[src/rtl/ftdi_pkg.sv]
// Shared types and default timing for the FT245-style FIFO bus arbiter.
package ftdi_pkg;

  typedef enum logic [2:0] {
    IDLE      = 3'd0,
    RD_STROBE = 3'd1,
    WR_SETUP  = 3'd2,
    WR_STROBE = 3'd3,
    RECOVER   = 3'd4
  } state_t;

  typedef enum logic {
    DIR_RD = 1'b0,
    DIR_WR = 1'b1
  } dir_t;

  localparam int RD_LOW_CYC_DEF   = 3;
  localparam int WR_SETUP_CYC_DEF = 1;
  localparam int WR_LOW_CYC_DEF   = 3;
  localparam int RECOV_CYC_DEF    = 4;
  localparam int BURST_MAX_DEF    = 16;
  localparam int CNT_W            = 8;

endpackage

[src/rtl/sync_2ff.sv]
// Two-flop synchronizer for a single asynchronous level input.
module sync_2ff #(
  parameter logic RESET_VAL = 1'b1
) (
  input  logic clock,
  input  logic reset,
  input  logic d,
  output logic q
);

  logic meta;

  always_ff @(posedge clock) begin
    if (reset) begin
      meta <= RESET_VAL;
      q    <= RESET_VAL;
    end else begin
      meta <= d;
      q    <= meta;
    end
  end

endmodule

[src/rtl/ftdi_fifo_arbiter.sv]
// Sequences FT245-style FIFO bus strobes and arbitrates between the host read
// path and the host write path with a bounded same-direction burst.
module ftdi_fifo_arbiter
  import ftdi_pkg::*;
#(
  parameter int RD_LOW_CYC   = RD_LOW_CYC_DEF,
  parameter int WR_SETUP_CYC = WR_SETUP_CYC_DEF,
  parameter int WR_LOW_CYC   = WR_LOW_CYC_DEF,
  parameter int RECOV_CYC    = RECOV_CYC_DEF,
  parameter int BURST_MAX    = BURST_MAX_DEF
) (
  input  logic       clock,
  input  logic       reset,
  input  logic       ftdi_rxf_n,
  input  logic       ftdi_txe_n,
  output logic       ftdi_rd_n,
  output logic       ftdi_wr_n,
  input  logic [7:0] adbus_in,
  output logic [7:0] adbus_out,
  output logic       adbus_oe,
  output logic [7:0] rx_data,
  output logic       rx_valid,
  input  logic       rx_ready,
  input  logic [7:0] tx_data,
  input  logic       tx_valid,
  output logic       tx_ready,
  output logic       bus_dir,
  output state_t     dbg_state
);

  // Handshakes: a byte moves on a rising clock edge where valid && ready.
  // rx side: rx_valid holds with rx_data until that edge. tx side: tx_data is
  // copied to the pad register on entry to WR_SETUP and tx_ready is high for
  // that one cycle, so the source may advance on the edge that ends it.

  localparam logic [CNT_W-1:0] RD_LAST    = CNT_W'(RD_LOW_CYC - 1);
  localparam logic [CNT_W-1:0] SETUP_LAST = CNT_W'(WR_SETUP_CYC - 1);
  localparam logic [CNT_W-1:0] WR_LAST    = CNT_W'(WR_LOW_CYC - 1);
  localparam logic [CNT_W-1:0] RECOV_LAST = CNT_W'(RECOV_CYC - 1);
  localparam logic [CNT_W-1:0] BURST_LIM  = CNT_W'(BURST_MAX);

  logic rxf_s, txe_s;

  sync_2ff #(.RESET_VAL(1'b1)) u_rxf_sync (
    .clock (clock),
    .reset (reset),
    .d     (ftdi_rxf_n),
    .q     (rxf_s)
  );

  sync_2ff #(.RESET_VAL(1'b1)) u_txe_sync (
    .clock (clock),
    .reset (reset),
    .d     (ftdi_txe_n),
    .q     (txe_s)
  );

  state_t           state, state_next;
  dir_t             dir_q, dir_next;
  logic [CNT_W-1:0] cnt, cnt_next;
  logic [CNT_W-1:0] burst_cnt, burst_next;
  logic             rd_ok, wr_ok;
  logic             start_rd, start_wr;

  always_comb begin
    rd_ok      = !rxf_s && !rx_valid;
    wr_ok      = !txe_s && tx_valid;
    state_next = state;
    dir_next   = dir_q;
    cnt_next   = cnt;
    burst_next = burst_cnt;
    start_rd   = 1'b0;
    start_wr   = 1'b0;

    case (state)
      IDLE: begin
        if (rd_ok && wr_ok) begin
          if (burst_cnt < BURST_LIM) begin
            start_rd = (dir_q == DIR_RD);
            start_wr = (dir_q == DIR_WR);
          end else begin
            start_rd = (dir_q == DIR_WR);
            start_wr = (dir_q == DIR_RD);
          end
        end else begin
          start_rd = rd_ok;
          start_wr = wr_ok;
        end

        if (start_rd || start_wr) begin
          dir_next = start_wr ? DIR_WR : DIR_RD;
          // A direction change restarts the burst with the byte being granted now.
          if (dir_next != dir_q)
            burst_next = CNT_W'(1);
          else if (burst_cnt < BURST_LIM)
            burst_next = burst_cnt + CNT_W'(1);
          cnt_next   = '0;
          state_next = start_wr ? WR_SETUP : RD_STROBE;
        end
      end

      RD_STROBE: begin
        if (cnt == RD_LAST) begin
          cnt_next   = '0;
          state_next = RECOVER;
        end else begin
          cnt_next = cnt + CNT_W'(1);
        end
      end

      WR_SETUP: begin
        if (cnt == SETUP_LAST) begin
          cnt_next   = '0;
          state_next = WR_STROBE;
        end else begin
          cnt_next = cnt + CNT_W'(1);
        end
      end

      WR_STROBE: begin
        if (cnt == WR_LAST) begin
          cnt_next   = '0;
          state_next = RECOVER;
        end else begin
          cnt_next = cnt + CNT_W'(1);
        end
      end

      RECOVER: begin
        if (cnt == RECOV_LAST) begin
          cnt_next   = '0;
          state_next = IDLE;
        end else begin
          cnt_next = cnt + CNT_W'(1);
        end
      end

      default: begin
        cnt_next   = '0;
        state_next = IDLE;
      end
    endcase
  end

  always_ff @(posedge clock) begin
    if (reset) begin
      state     <= IDLE;
      dir_q     <= DIR_RD;
      cnt       <= '0;
      burst_cnt <= '0;
      ftdi_rd_n <= 1'b1;
      ftdi_wr_n <= 1'b1;
      adbus_oe  <= 1'b0;
      adbus_out <= 8'h00;
      rx_data   <= 8'h00;
      rx_valid  <= 1'b0;
      tx_ready  <= 1'b0;
    end else begin
      state     <= state_next;
      dir_q     <= dir_next;
      cnt       <= cnt_next;
      burst_cnt <= burst_next;
      // Pad strobes are registered from the next state so they never glitch.
      ftdi_rd_n <= (state_next != RD_STROBE);
      ftdi_wr_n <= (state_next != WR_STROBE);
      adbus_oe  <= (state_next == WR_SETUP) || (state_next == WR_STROBE) ||
                   ((state == WR_STROBE) && (state_next == RECOVER));
      tx_ready  <= start_wr;
      if (start_wr)
        adbus_out <= tx_data;
      if ((state == RD_STROBE) && (state_next == RECOVER)) begin
        rx_data  <= adbus_in;
        rx_valid <= 1'b1;
      end else if (rx_valid && rx_ready) begin
        rx_valid <= 1'b0;
      end
    end
  end

  assign bus_dir   = (dir_q == DIR_WR);
  assign dbg_state = state;

endmodule

[config.mk]
export PLATFORM = sky130hd
export DESIGN_NAME = ftdi_fifo_arbiter
export DESIGN_NICKNAME = d
export VERILOG_FILES = /design/src/rtl/ftdi_pkg.sv /design/src/rtl/sync_2ff.sv /design/src/rtl/ftdi_fifo_arbiter.sv
export SDC_FILE = /design/constraint.sdc
export NUM_CORES = 1
export LEC_CHECK = 0
export CAP_MARGIN = 20
export CORE_ASPECT_RATIO = 0.8
export CORE_MARGIN = 5
export CORE_UTILIZATION = 45
export DETAILED_ROUTE_END_ITERATION = 16
export PLACE_DENSITY = 0.77
export SETUP_SLACK_MARGIN = 0.05
export SLEW_MARGIN = 20
export SYNTH_ARGS = -nofsm -noshare
export SYNTH_HDL_FRONTEND = slang
export SYNTH_SLANG_ARGS = --single-unit
[constraint.sdc]
create_clock -name clock -period 3.3 [get_ports clock]
set_clock_uncertainty 0.1 [all_clocks]
set_input_delay 0.33 -clock clock [delete_from_list [all_inputs] [get_ports clock]]
set_output_delay 0.33 -clock clock [all_outputs]
set_load 0.01 [all_outputs]
==> results.md, run 1 <==
- Run status: finished, final reports clean
- Number of enable flip-flop cells after synthesis: 0
- Hold Fails Final Rpt: 0
- Vert. Die Dim: 70.4 um
- Placer congestion estimate: about 0.86
- Starting DRT DRC Count: 91
- I/O pin total: between 40 and 50
- Hold Worst Slack: between 0.3 and 0.4 ns
- DRT Pass-1 Iters: 4
- Setup Viol. Count Final: 0
- CTS root buf: clkbuf_8
- Max Root-Sink Buffers: 2
- Layout Utilization: 0.597
- Crit end category: flop
- HP Start: u_rxf_sync.meta$_SDFF_PP1_
- Post-synthesis sequential area ratio: 0.439
- Net Sw Frac: 0.248
- Worst r2r src: cnt[2]$_SDFFE_PP0P_
- Syn. warnings: 0
- Post-CTS Hold Fix Bufs: 0
- Fmax: 426 MHz
- Fraction of layout cells with a size suffix above 1: 0.0923
- Startpoint types: flop
- Final Cell Area: 0.00268 sq mm
- Drt total wl: 4.85 mm
- Setup TNS: 0 ns
- Total Power: 1.13 mW
- Core footprint: 0.00449 sq mm
- Main combinational cell family by area after synthesis: simple AND/OR/NAND/NOR gates
- Post-synthesis compound-gate area fraction: 0.209
- Post-detail-place hpwl: 3.49 mm
- Final period util: 0.711
- Clock power share: 0.380
- Largest net degree at the start of global routing: 37
- Yosys reg bits: between 40 and 50
- Post-synth top area share: 0.439
- Initial Utilization: 0.457
- Top layer in use: met4
- Die X-Extent: 85.5 um
- Netlist cell types: 50
- Final Net Count: 296
- HP Class: reg -> reg
- Switching pwr: 0.281 mW
- Leading area contributor after synthesis: dfxtp_1
- Clk Latency, worst-skew pair: 0.30 ns
- Vias: 1,848
- Ys flop type: dfxtp_1
- Asr flop ratio synth: 0
- Total track usage: 0.169
- CTS tree: built
- # Post-CTS Setup Buffers: 0
- Cts repair resizes: 0
- Post-Synth Adder-Cell Area: 0.0244
- Synth area leaders: dfxtp_1 (44%), mux2i_1 (5.4%), nor2_1 (4.8%)
- Sink Count: 45
- WL met3: 301 um
- Maximum vdd drop: 0.267 mV
- Synth Instances: 225
- Vias in the first global route: 1,754
- Path type of the worst setup path: reg -> reg
- Worst EP required: 3.38 ns
- Routed wl met2: 2.24 mm
- Synthesized Nets: 251
- Mux cell area share after synthesis: 0.0592
- PD cells: 422 mW/mm^2
- Leakage power: 0.971 nW
- Initial antenna violation count: 0
- Worst-Margin Slew: ~0.82 ns
- Total internal power: 0.849 mW
- PortBufs: 46
- Reg clk slew, reported paths: 0.09 ns
- Total gr overflow: 0
- Minimum clock period: about 2.3 ns
- Critical Path AT: 2.42 ns
- DR WL/cell: 14.7 um
- Vias per inst: 5.58
- Crit path max fanout: 9
- Num CTS Buffers: 5
- Crit path from: cnt[2]$_SDFFE_PP0P_
- RSZ-0062 raised after global routing: no
- Avg Inst Size Synth: 9.11 sq um
- Antenna viol nets, final: 0
- Comb pwr share: 0.116
- Count leader, synth: dfxtp_1
- Post-Synth Simple-Gate Area: 0.220
- Max-Cap Viols: 0
- Post-synth top cells: dfxtp_1 (45), nor2_1 (26), a21oi_1 (17)
- Rows: 22
- Drc violations: 0
- First-pass GRT wire length: between 8 and 9 mm
- Slew Viols, Final: 0
- Area share of xor/xnor cells in the synthesized design: 0.0214
- Met1 WL: 2.27 mm
- Die area: 0.00602 sq mm
- Slew headroom: 0.436
- H-tree depth: 2
- Ant. Diodes: 0
- Placement Cell Area: 0.00256 sq mm
- Post-synthesis cell area: 0.00205 sq mm
- Seq pwr share: 0.504
- Area added between synthesis and finish: 30.7%
power groups by stage:
stage	Clock (mW)	Combinational (mW)	Sequential, mW
3_5_place_dp	0	0.131	0.582
6_report	0.430	0.131	0.569
2_1_floorplan	0	0.0727	0.581
5_1_grt	0.465	0.145	0.572
3_3_place_gp	0	0.128	0.582
4_1_cts	0.441	0.131	0.569
flip-flops by register name (all words and copies together) (netlist names), 3 cells and up:
name,cells
burst_cnt,8
rx_data,8
dbg_state,3
adbus_out,8
cnt,8
cell families after synthesis:
kind of cell | after synthesis
muxes | 12
AOI/OAI and AO/OA | 64
adders and majority gates | 4
buffers and inverters | 15
DFF | 45
xor gates and xnor gates | 5
and+or+nand+nor | 80
final timing paths:
path,slack [ns],cells past startpoint,endpoint
setup / recovery,0.95,4,rx_data[3]$_SDFFE_PP0P_
hold / removal,0.32,1,u_rxf_sync.q$_SDFF_PP1_
setup reg to reg,0.95,4,rx_data[3]$_SDFFE_PP0P_
hold reg to reg,0.32,1,u_rxf_sync.q$_SDFF_PP1_
per-stage QoR:
stage	worst slack, ns	cells
2_1_floorplan	1.43	225
3_3_place_gp	0.942	323
3_5_place_dp	0.860	323
4_1_cts	0.915	331
5_1_grt	0.734	331
6_report	0.954	331
layout make-up:
type                    instances  area (sq um)
fillers                       421          1810
multi-input cells             165          1090
flip-flops and latches         45           901
repair buffers                 48           475
well taps                      60          75.1
clock buffers                   5          68.8
clock inverters                 3          47.5
inverters                       5          18.8
layer usage:
metal,GRT usage,vias up
li1,-,930
met3,0.0613,4
met4,0.0404,0
met5,0,-
met2,0.259,56
met1,0.224,858
cell usage in the layout, fill, tap and decap left out, types with 3 or more instances in the layout:
| cell | count |
|---|---|
| dfxtp_1 | 45 |
| clkdlybuf4s50_1 | 46 |
| o31ai_1 | 3 |
| o21ai_0 | 11 |
| xnor2_1 | 4 |
| mux2i_1 | 11 |
| nor2_1 | 26 |
| a31oi_1 | 9 |
| nand2_1 | 5 |
| nand3_1 | 13 |
| inv_1 | 5 |
| clkbuf_8 | 5 |
| a211oi_1 | 6 |
| or2_2 | 4 |
| a21oi_1 | 17 |
| ha_1 | 4 |
| nand2b_1 | 3 |
| nand4_1 | 8 |
| nor3b_1 | 3 |
worst max-delay path: stages (launching register included):
cell and delay [ns]:
dfxtp_1 0.38, nor4_2 0.67, nand4b_1 0.68, mux2i_1 0.35, nor2_1 0.05
Note: power is estimated with default switching activity, not from simulation.
==> inputs of run 2 (changes only) <==
- PLACE_DENSITY: 0.77 -> 0.8
- clock period: 3.3 -> 1.92 ns (I/O delays scaled with it)
==> run 2 against run 1 <==
Final cell count increased by 7.6%. First-iteration DRC count unchanged. Sequential share of layout area decreased by 2.7 points. Core utilization increased by 5.6 points. Design area increased by 9.4%. Maximum frequency increased by 29%. Global-route usage increased by 1.1 points. Die area unchanged.
==> results.md, run 2 (synthesis gave the netlist of run 1 again) <==
- Run status: finished, final reports clean
- Clk Latency, worst-skew pair: 0.30 ns (about the same)
- Starting DRT DRC Count: 91 (unchanged)
- Antenna viol nets, final: 0 (unchanged)
- Final period util: 0.947 (+0.237)
- Max-Cap Viols: 0 (unchanged)
- Startpoint types: flop
- Pre-CTS setup slack: -0.175 ns (-1.04 ns)
- Vert. Die Dim: 70.4 um (unchanged)
- CTS tree: built
- DR WL/cell: 14.7 um (+0.30%)
- Total track usage: 0.179 (+0.0106)
- Total gr overflow: 0 (unchanged)
- Placed Instances: 344 (+6.5%)
- Post-CTS Hold Fix Bufs: 0 (unchanged)
- Minimum clock period: 1.82 ns (-0.527 ns)
- Slew headroom: 0.665 (+0.229)
- Path type of the worst setup path: reg -> reg
- Core footprint: 0.00449 sq mm (unchanged)
- PortBufs: 46 (unchanged)
- Crit path max fanout: 4 (-5)
- Slew Viols, Final: 0 (unchanged)
- Rows: 22 (unchanged)
- Setup Viol. Count Final: 0 (unchanged)
- Critical Path AT: 1.96 ns (-0.46 ns)
- Worst EP required: 2.06 ns (-1.32 ns)
- Die area: 0.00602 sq mm (unchanged)
- Initial Utilization: 0.457 (unchanged)
- Final worst setup slack: 0.101 ns (-0.853 ns)
- Layout Cells excl Fill: 356 (+7.6%)
- Most frequent cells in the layout: clkdlybuf4s50_1 (46), dfxtp_1 (43), nor2_1 (26)
- Worst-Margin Slew: 0.501 ns (-0.321 ns)
- Commonest non-fill, non-tap cell in the layout: clkdlybuf4s50_1
- PD cells: 647 mW/mm^2 (+53%)
- Vias per inst: 5.50 (-1.5%)
- Initial antenna violation count: 0 (unchanged)
- Num CTS Buffers: 5 (unchanged)
- Ant. Diodes: 0 (unchanged)
- Layout Utilization: 0.654 (+0.0563)
- Drt total wl: 5.23 mm (+7.9%)
- HP Class: reg -> reg
- Largest net degree at the start of global routing: 37 (unchanged)
- I/O pin total: 47 (unchanged)
- Vias in the first global route: 1,907 (+8.7%)
- Setup TNS: 0 ns (unchanged)
- Leakage power: 1.10 nW (+13%)
- Area added between synthesis and finish: 43.0%
- Final Net Count: 321 (+8.4%)
- CTS root buf: clkbuf_8
- Max Root-Sink Buffers: 2 (unchanged)
- Vias: 1,957 (+5.9%)
- DRT Pass-1 Iters: 4 (unchanged)
- Post-detail-place hpwl: 3.73 mm (+7.1%)
- RSZ-0062 raised after global routing: yes
- Sink Count: 45 (unchanged)
- Hold Fails Final Rpt: 0 (unchanged)
- Fmax: 550 MHz (+29%)
- First-pass GRT wire length: 8.76 mm (+7.4%)
- Crit end category: flop
- Drc violations: 0 (unchanged)
- Die X-Extent: 85.5 um (unchanged)
- H-tree depth: 2 (unchanged)
- Reg clk slew, reported paths: 0.09 ns (about the same)
- Fraction of layout cells with a size suffix above 1: 0.206 (+0.114)
- Maximum vdd drop: 0.472 mV (+77%)
- Placer congestion estimate: 0.874 (+1.5%)
- Hold Worst Slack: 0.329 ns (+0.00838 ns)
[run 2: critical path, cell delays in order, from the launching register on]
cell and delay, ns:
dfxtp_4 0.37, o41a_1 0.45, o21a_1 0.20, or4_4 0.51
a21oi_2 0.13
[run 2: stage by stage]
stage	total power [mW]	instance area, sq um
after global placement	1.25	2730
after global routing	1.98	2930
final	1.90	2930
after CTS	1.89	2840
after floorplan	1.12	2050
after detailed placement	1.26	2730
[run 2: where the power goes]
| group | total [mW] | switching [mW] | internal (mW) |
|---|---|---|---|
| registers | 0.975 | 0.0213 | 0.954 |
| logic | 0.284 | 0.135 | 0.149 |
| clock network | 0.639 | 0.340 | 0.299 |
| total | 1.90 | 0.496 | 1.40 |
[run 2: final timing paths]
check                             startpoint                         to  slack [ns]  depth (start not counted)
hold / removal    u_rxf_sync.meta$_SDFF_PP1_    u_rxf_sync.q$_SDFF_PP1_        0.33                          1
setup / recovery   burst_cnt[4]$_SDFFE_PP0P_  burst_cnt[3]$_SDFFE_PP0P_        0.10                          4
setup reg to reg   burst_cnt[4]$_SDFFE_PP0P_  burst_cnt[3]$_SDFFE_PP0P_        0.10                          4
hold reg to reg   u_rxf_sync.meta$_SDFF_PP1_    u_rxf_sync.q$_SDFF_PP1_        0.33                          1
[run 2: per-layer routing]
metal / part of all wire / track usage
met3: 0.045 / 0.0436
met2: 0.47 / 0.284
met1: 0.48 / 0.237
met5: 0 / 0
met4: 0.0059 / 0.0615
[run 2: timing repair]
item                                   4_1_cts  5_1_grt
buffers inserted                             0        4
pin swaps                                    1        3
setup endpoints to repair                    5       31
gates resized for setup                      1       13
endpoints found under the hold margin        0        0
[run 2: cell type report]
cell class	instances	area [sq um]
clock buffer	6	82.6
clock inverter	2	17.5
fill	367	1550
inverter	5	18.8
multi-input combinational	165	1150
sequential	45	906
tap	60	75.1
timing repair buffer	73	679
==> inputs of run 3 (changes only) <==
- CAP_MARGIN: 20 -> not set
- CORE_MARGIN: 5 -> 2
==> run 3 against run 2 <==
Total power fell by 4.0%. Sequential share of layout area rose by 0.55 points. Clock-buffer cell count did not move. Maximum frequency rose by 0.81%. Worst setup slack improved by 0.015 ns. Routed wire length fell by 4.0%. Core utilization rose by 1.9 points.
==> results.md, run 3 (synthesis gave the netlist of run 1 again) <==
- Run status: finished, final reports clean
- Startpoint types: flop
- Pre-CTS setup slack: -0.173 ns (+0.00210 ns)
- Most frequent cells in the layout: clkdlybuf4s50_1 (46), dfxtp_1 (43), nor2_1 (26)
- Fmax: 554 MHz (+0.81%)
- Total track usage: 0.213 (+0.0335)
- Vias in the first global route: 1,872 (-1.8%)
- Maximum vdd drop: 0.408 mV (-13%)
- Post-detail-place hpwl: 3.56 mm (-4.7%)
- Hold Fails Final Rpt: 0 (unchanged)
- Switching pwr: 0.468 mW (-5.7%)
- Total internal power: 1.35 mW (-3.5%)
- Placer congestion estimate: 0.880 (+0.73%)
- H-tree depth: 2 (unchanged)
- Initial antenna violation count: 0 (unchanged)
- Fraction of layout cells with a size suffix above 1: 0.190 (-0.0156)
- Rows: 21 (-4.5%)
- Slowest stage delay, CP: 0.51 ns (about the same)
- Drt total wl: 5.02 mm (-4.0%)
- Clk Latency, worst-skew pair: 0.29 ns (about the same)
- Reg clk slew, reported paths: 0.08 ns (about the same)
- Worst EP required: 2.05 ns (about the same)
- Initial Utilization: 0.479 (+0.0218)
- Register area: 906 sq um (unchanged)
- Total gr overflow: 0 (unchanged)
- Vias: 1,940 (-0.87%)
- Total Power: 1.82 mW (-4.0%)
- Ant. Diodes: 0 (unchanged)
- Critical Path AT: 1.94 ns (-0.02 ns)
- CTS tree: built
- Leakage power: 1.08 nW (-2.0%)
- Area added between synthesis and finish: 40.5%
- Clock power share: 0.310 (-0.027)
- Antenna viol nets, final: 0 (unchanged)
- Final Net Count: 319 (-0.62%)
- Crit path max fanout: 6 (+2)
- Vert. Die Dim: 64.4 um (-8.5%)
- First-pass GRT wire length: 8.60 mm (-1.8%)
- # fillers: 351 (-4.4%)
- Sink Count: 45 (unchanged)
- Critical-path top delay cell: or4_4
- Vias per inst: 5.53 (+0.54%)
- PD cells: 632 mW/mm^2 (-2.3%)
- Crit end category: flop
- Die X-Extent: 79.5 um (-7.0%)
- HP Class: reg -> reg
- CTS root buf: clkbuf_8
- Crit path buf inv count: 0 (unchanged)
- DRT Pass-1 Iters: 4 (unchanged)
- Net Sw Frac: 0.257 (-0.00451)
- Minimum clock period: 1.80 ns (-0.0146 ns)
- Core footprint: 0.00428 sq mm (-4.5%)
- CP Cell Sequence: o41a_1 > o21a_1 > or4_4 > a21oi_2
- Max-Cap Viols: 0 (unchanged)
- Multi-input combinational cell area: 0.00113 sq mm (-1.6%)
- Num CTS Buffers: 5 (unchanged)
- Path type of the worst setup path: reg -> reg
- Crit path max-delay family: compound AO/OA/AOI/OAI gates
- Post-CTS Hold Fix Bufs: 0 (unchanged)
- Commonest non-fill, non-tap cell in the layout: clkdlybuf4s50_1
- Starting DRT DRC Count: 67 (-26%)
- I/O pin total: 47 (unchanged)
- Slew headroom: 0.693 (+0.0285)
- Worst-Margin Slew: 0.458 ns (-0.0426 ns)
- RSZ-0062 raised after global routing: yes
- Drc violations: 0 (unchanged)
- Final worst setup slack: 0.115 ns (+0.0146 ns)
- Setup Viol. Count Final: 0 (unchanged)
- PortBufs: 46 (unchanged)
- Largest net degree at the start of global routing: 37 (unchanged)
- Final period util: 0.940 (-0.00759)
- Comb pwr share: 0.154 (+0.005)
- Max Root-Sink Buffers: 2 (unchanged)
- Slew Viols, Final: 0 (unchanged)
- Seq pwr share: 0.536 (+0.022)
- DR WL/cell: 14.3 um (-2.6%)
- Die area: 0.00512 sq mm (-15%)
==> run 3: through the flow <==
step	util	TNS (ns)	instance area, sq um	cells	hold WS [ns]
4_1_cts	0.657	0	2810	349	0.318
3_3_place_gp	0.637	-0.564	2730	341	0.291
6_report	0.673	0	2880	351	0.318
5_1_grt	0.673	0	2880	351	0.344
2_1_floorplan	-	0	2050	225	0.196
3_5_place_dp	0.637	-1.21	2730	341	0.298
==> run 3: power groups by stage <==
| stage | sequential (mW) | combinational (mW) | clock, mW |
|---|---|---|---|
| after floorplan | 0.998 | 0.125 | 0 |
| after detailed placement | 0.997 | 0.263 | 0 |
| after global placement | 0.997 | 0.258 | 0 |
| after global routing | 0.979 | 0.305 | 0.628 |
| final | 0.975 | 0.280 | 0.565 |
| after CTS | 0.975 | 0.265 | 0.578 |
==> run 3: layer usage <==
layer / GRT usage / wire length [um] / vias up
met5: 0 / 0 / -
met2: 0.325 / 2280 / 38
met4: 0.0711 / 48 / 0
met1: 0.291 / 2490 / 921
met3: 0.0551 / 203 / 4
li1: - / - / 977
==> run 3: area by class of cell <==
cell class              count  area share
clock inverters             2     0.00347
repair buffers             71       0.232
inverters                   5     0.00651
flip-flops and latches     45       0.314
multi-input cells         165       0.394
well taps                  57      0.0248
clock buffers               6      0.0252
==> run 3: worst reg2reg max path: stages (launching register included) <==
cell	delay, ns
dfxtp_4	0.37
o41a_1	0.43
o21a_1	0.19
or4_4	0.51
a21oi_2	0.14
==> run 3: final timing paths <==
path | slack (ns) | depth (start not counted) | from | endpoint
hold reg to reg | 0.32 | 1 | u_txe_sync.meta$_SDFF_PP1_ | u_txe_sync.q$_SDFF_PP1_
setup / recovery | 0.12 | 4 | burst_cnt[4]$_SDFFE_PP0P_ | burst_cnt[3]$_SDFFE_PP0P_
setup reg to reg | 0.12 | 4 | burst_cnt[4]$_SDFFE_PP0P_ | burst_cnt[3]$_SDFFE_PP0P_
hold / removal | 0.32 | 1 | u_txe_sync.meta$_SDFF_PP1_ | u_txe_sync.q$_SDFF_PP1_
==> run 3: repair_timing <==
| action | in CTS | in global routing |
|---|---|---|
| endpoints found under the setup margin | 0 | 21 |
| gates resized for setup | 0 | 13 |
| setup buffers | 0 | 2 |
==> RTL edit (settings of run 2) <==
Set the package constant `CNT_W` to 12 (it was 8).
--- a/src/rtl/ftdi_pkg.sv
+++ b/src/rtl/ftdi_pkg.sv
@@ -19,7 +19,7 @@
   localparam int WR_LOW_CYC_DEF   = 3;
   localparam int RECOV_CYC_DEF    = 4;
   localparam int BURST_MAX_DEF    = 16;
-  localparam int CNT_W            = 8;
+  localparam int CNT_W            = 12;
 
 endpackage
 
Behaviour: no difference found for any inputs over 10 cycles, from zero or initial values and one cycle with reset high; that may be too few to reach the edited logic, so the function may still have changed.
==> RTL edit against run 2 <==
- via count is 19% higher
- area after synthesis rose by 23%
- largest power group unchanged
- critical path depth increased by 2
- final area is 21% higher
- sequential cell count increased by 8
- global-route usage is 0.69 points lower
- critical path type unchanged
- sequential share of layout area shrank 0.80 points
- critical endpoint is now adbus_out[6]$_SDFFE_PP0P_
- sequential power is 17% higher
- power grew 7.9%
- worst setup slack got worse by 85 ps
- first-iteration DRC count is 86% higher
- routed wire length grew 23%
==> RTL edit: results (changes against run 2) <==
- Root Driver: clkbuf_8 (unchanged)
- Fraction of area in registers: 30.1% (was 30.9%)
- Hold Path End: u_txe_sync.q$_SDFF_PP1_ (was u_rxf_sync.q$_SDFF_PP1_)
- Sequential area share after synthesis: 42.2% (was 43.9%)
- DR iter-0 viols: 169 (was 91)
- Largest cells by area after synthesis: dfxtp_1 42%, mux2i_1 6.4%, nor2_1 5.5% (was dfxtp_1 44%, mux2i_1 5.4%, nor2_1 4.8%)
- Nets: 391 (was 321)
- Worst Hold Launch: u_txe_sync.meta$_SDFF_PP1_ (was u_rxf_sync.meta$_SDFF_PP1_)
- M2 GR Usage: 27.7% (was 28.4%)
- Layout cell share with drive strength beyond 1: 24.9% (was 20.6%)
- Count of multi-input gates: 212 (was 165)
- Syn nets: 311 (was 251)
- All-Layer GR Usage: 17.2% (was 17.9%)
- Via/cell ratio: 5.27 (was 5.50)
- Reg-to-reg endpoint: adbus_out[6]$_SDFFE_PP0P_ (was burst_cnt[3]$_SDFFE_PP0P_)
- Dpl hpwl: 4350 um (was 3730 um)
- Gpl congestion: 0.865 (was 0.874)
- Max-slew headroom: 73.7% (was 66.5%)
- Worst Reg-to-Reg Cells: 6 (was 4)
- Grt met3 use: 4.11% (was 4.36%)
- GRT met1 Usage: 22.7% (was 23.7%)
- Filler cells: 435 (was 367)
- Num sequential: 53 (was 45)
- Clock Network Area Fraction: 2.46% (was 3.41%)
- Crit path launch: burst_cnt[11]$_SDFFE_PP0P_ (was burst_cnt[4]$_SDFFE_PP0P_)
- Pleak: 1.32 nW (was 1.10 nW)
- Crit path DAT: 2010 ps (was 1960 ps)
- Met2 WL: 2960 um (was 2460 um)
- Vias in the first global route: 2235 (was 1907)
- Outcome: finished clean (unchanged)
- Critical Path Fanout Max: 9 (was 4)
- Commonest cells post-synth: 53 x dfxtp_1, 37 x nor2_1, 23 x nand2_1 (was 45 x dfxtp_1, 26 x nor2_1, 17 x a21oi_1)
- Row Count: 24 (was 22)
- Sw frac: 25.4% (was 26.1%)
- Total Routed Length: 6410 um (was 5230 um)
- Largest net degree at the start of global routing: 27 (was 37)
- Worst r2r src: burst_cnt[11]$_SDFFE_PP0P_ (was burst_cnt[4]$_SDFFE_PP0P_)
- Non-clock buffers: 88 (was 73)
- Area after DPL: 0.00327 mm^2 (was 0.00273 mm^2)
- Synth cell types: 51 (was 50)
- Multi-input gate area: 0.00149 mm^2 (was 0.00115 mm^2)
- Non-clock buffering overhead: 22.4% (was 23.2%)
- Clk_lat worst skew: 310 ps
- Worst R2R Setup Slack: 20 ps (was 100 ps)
- Port-buffer cells: 46 (unchanged)
- Ant diodes: 0 (unchanged)
- DR WL met3: 461 um (was 234 um)
- Met1 WL: 2890 um (was 2510 um)
- P&R area growth vs syn: 41.5% (was 43.0%)
## RTL edit: repair_timing
item / in CTS / in global routing
resized for setup: 7 / 31
pin swaps: 1 / 8
endpoints found under the setup margin: 30 / 41
endpoints found under the hold margin: 0 / 0
setup buffers: 2 / 3
cloned: 0 / 1
## RTL edit: power by group through the flow
| stage | logic, W | clock network, W | registers, W |
|---|---|---|---|
| 3_3_place_gp | 0.000247 | 0 | 0.00116 |
| 4_1_cts | 0.000258 | 0.000640 | 0.00114 |
| 2_1_floorplan | 0.000131 | 0 | 0.00116 |
| 3_5_place_dp | 0.000251 | 0 | 0.00116 |
| 5_1_grt | 0.000300 | 0.000687 | 0.00115 |
| 6_report | 0.000280 | 0.000624 | 0.00114 |
## RTL edit: worst max-delay path: stages, from the launching register on
cell and delay, ps:
dfxtp_2 350, nor4_4 390, nand3_1 160, nor2b_4 170, o31a_1 330, buf_12 160
mux2i_2 140
## RTL edit: logic make-up (layout without fill, tap and decap cells)
| logic type | after synthesis | in the layout | synth area share [%] |
|---|---|---|---|
| simple gates | 144 | 144 | 31.4 |
| flops | 53 | 53 | 42.2 |
| compound gates | 41 | 41 | 11.6 |
| buf+inv | 20 | 101 | 4.03 |
| mux | 16 | 16 | 6.36 |
| xor+xnor | 7 | 7 | 2.44 |
| fa+ha+maj | 4 | 4 | 1.99 |
## RTL edit: per-stage QoR
| stage | worst slack, ps | hold slack, ps | total power, W | instances |
|---|---|---|---|---|
| floorplan | 144 | 196 | 0.00129 | 285 |
| global placement | -25.7 | 299 | 0.00141 | 430 |
| detailed placement | -33.3 | 298 | 0.00141 | 430 |
| CTS | 48.9 | 325 | 0.00204 | 440 |
| global route | -46.6 | 333 | 0.00213 | 444 |
| finish | 15.7 | 322 | 0.00205 | 444 |
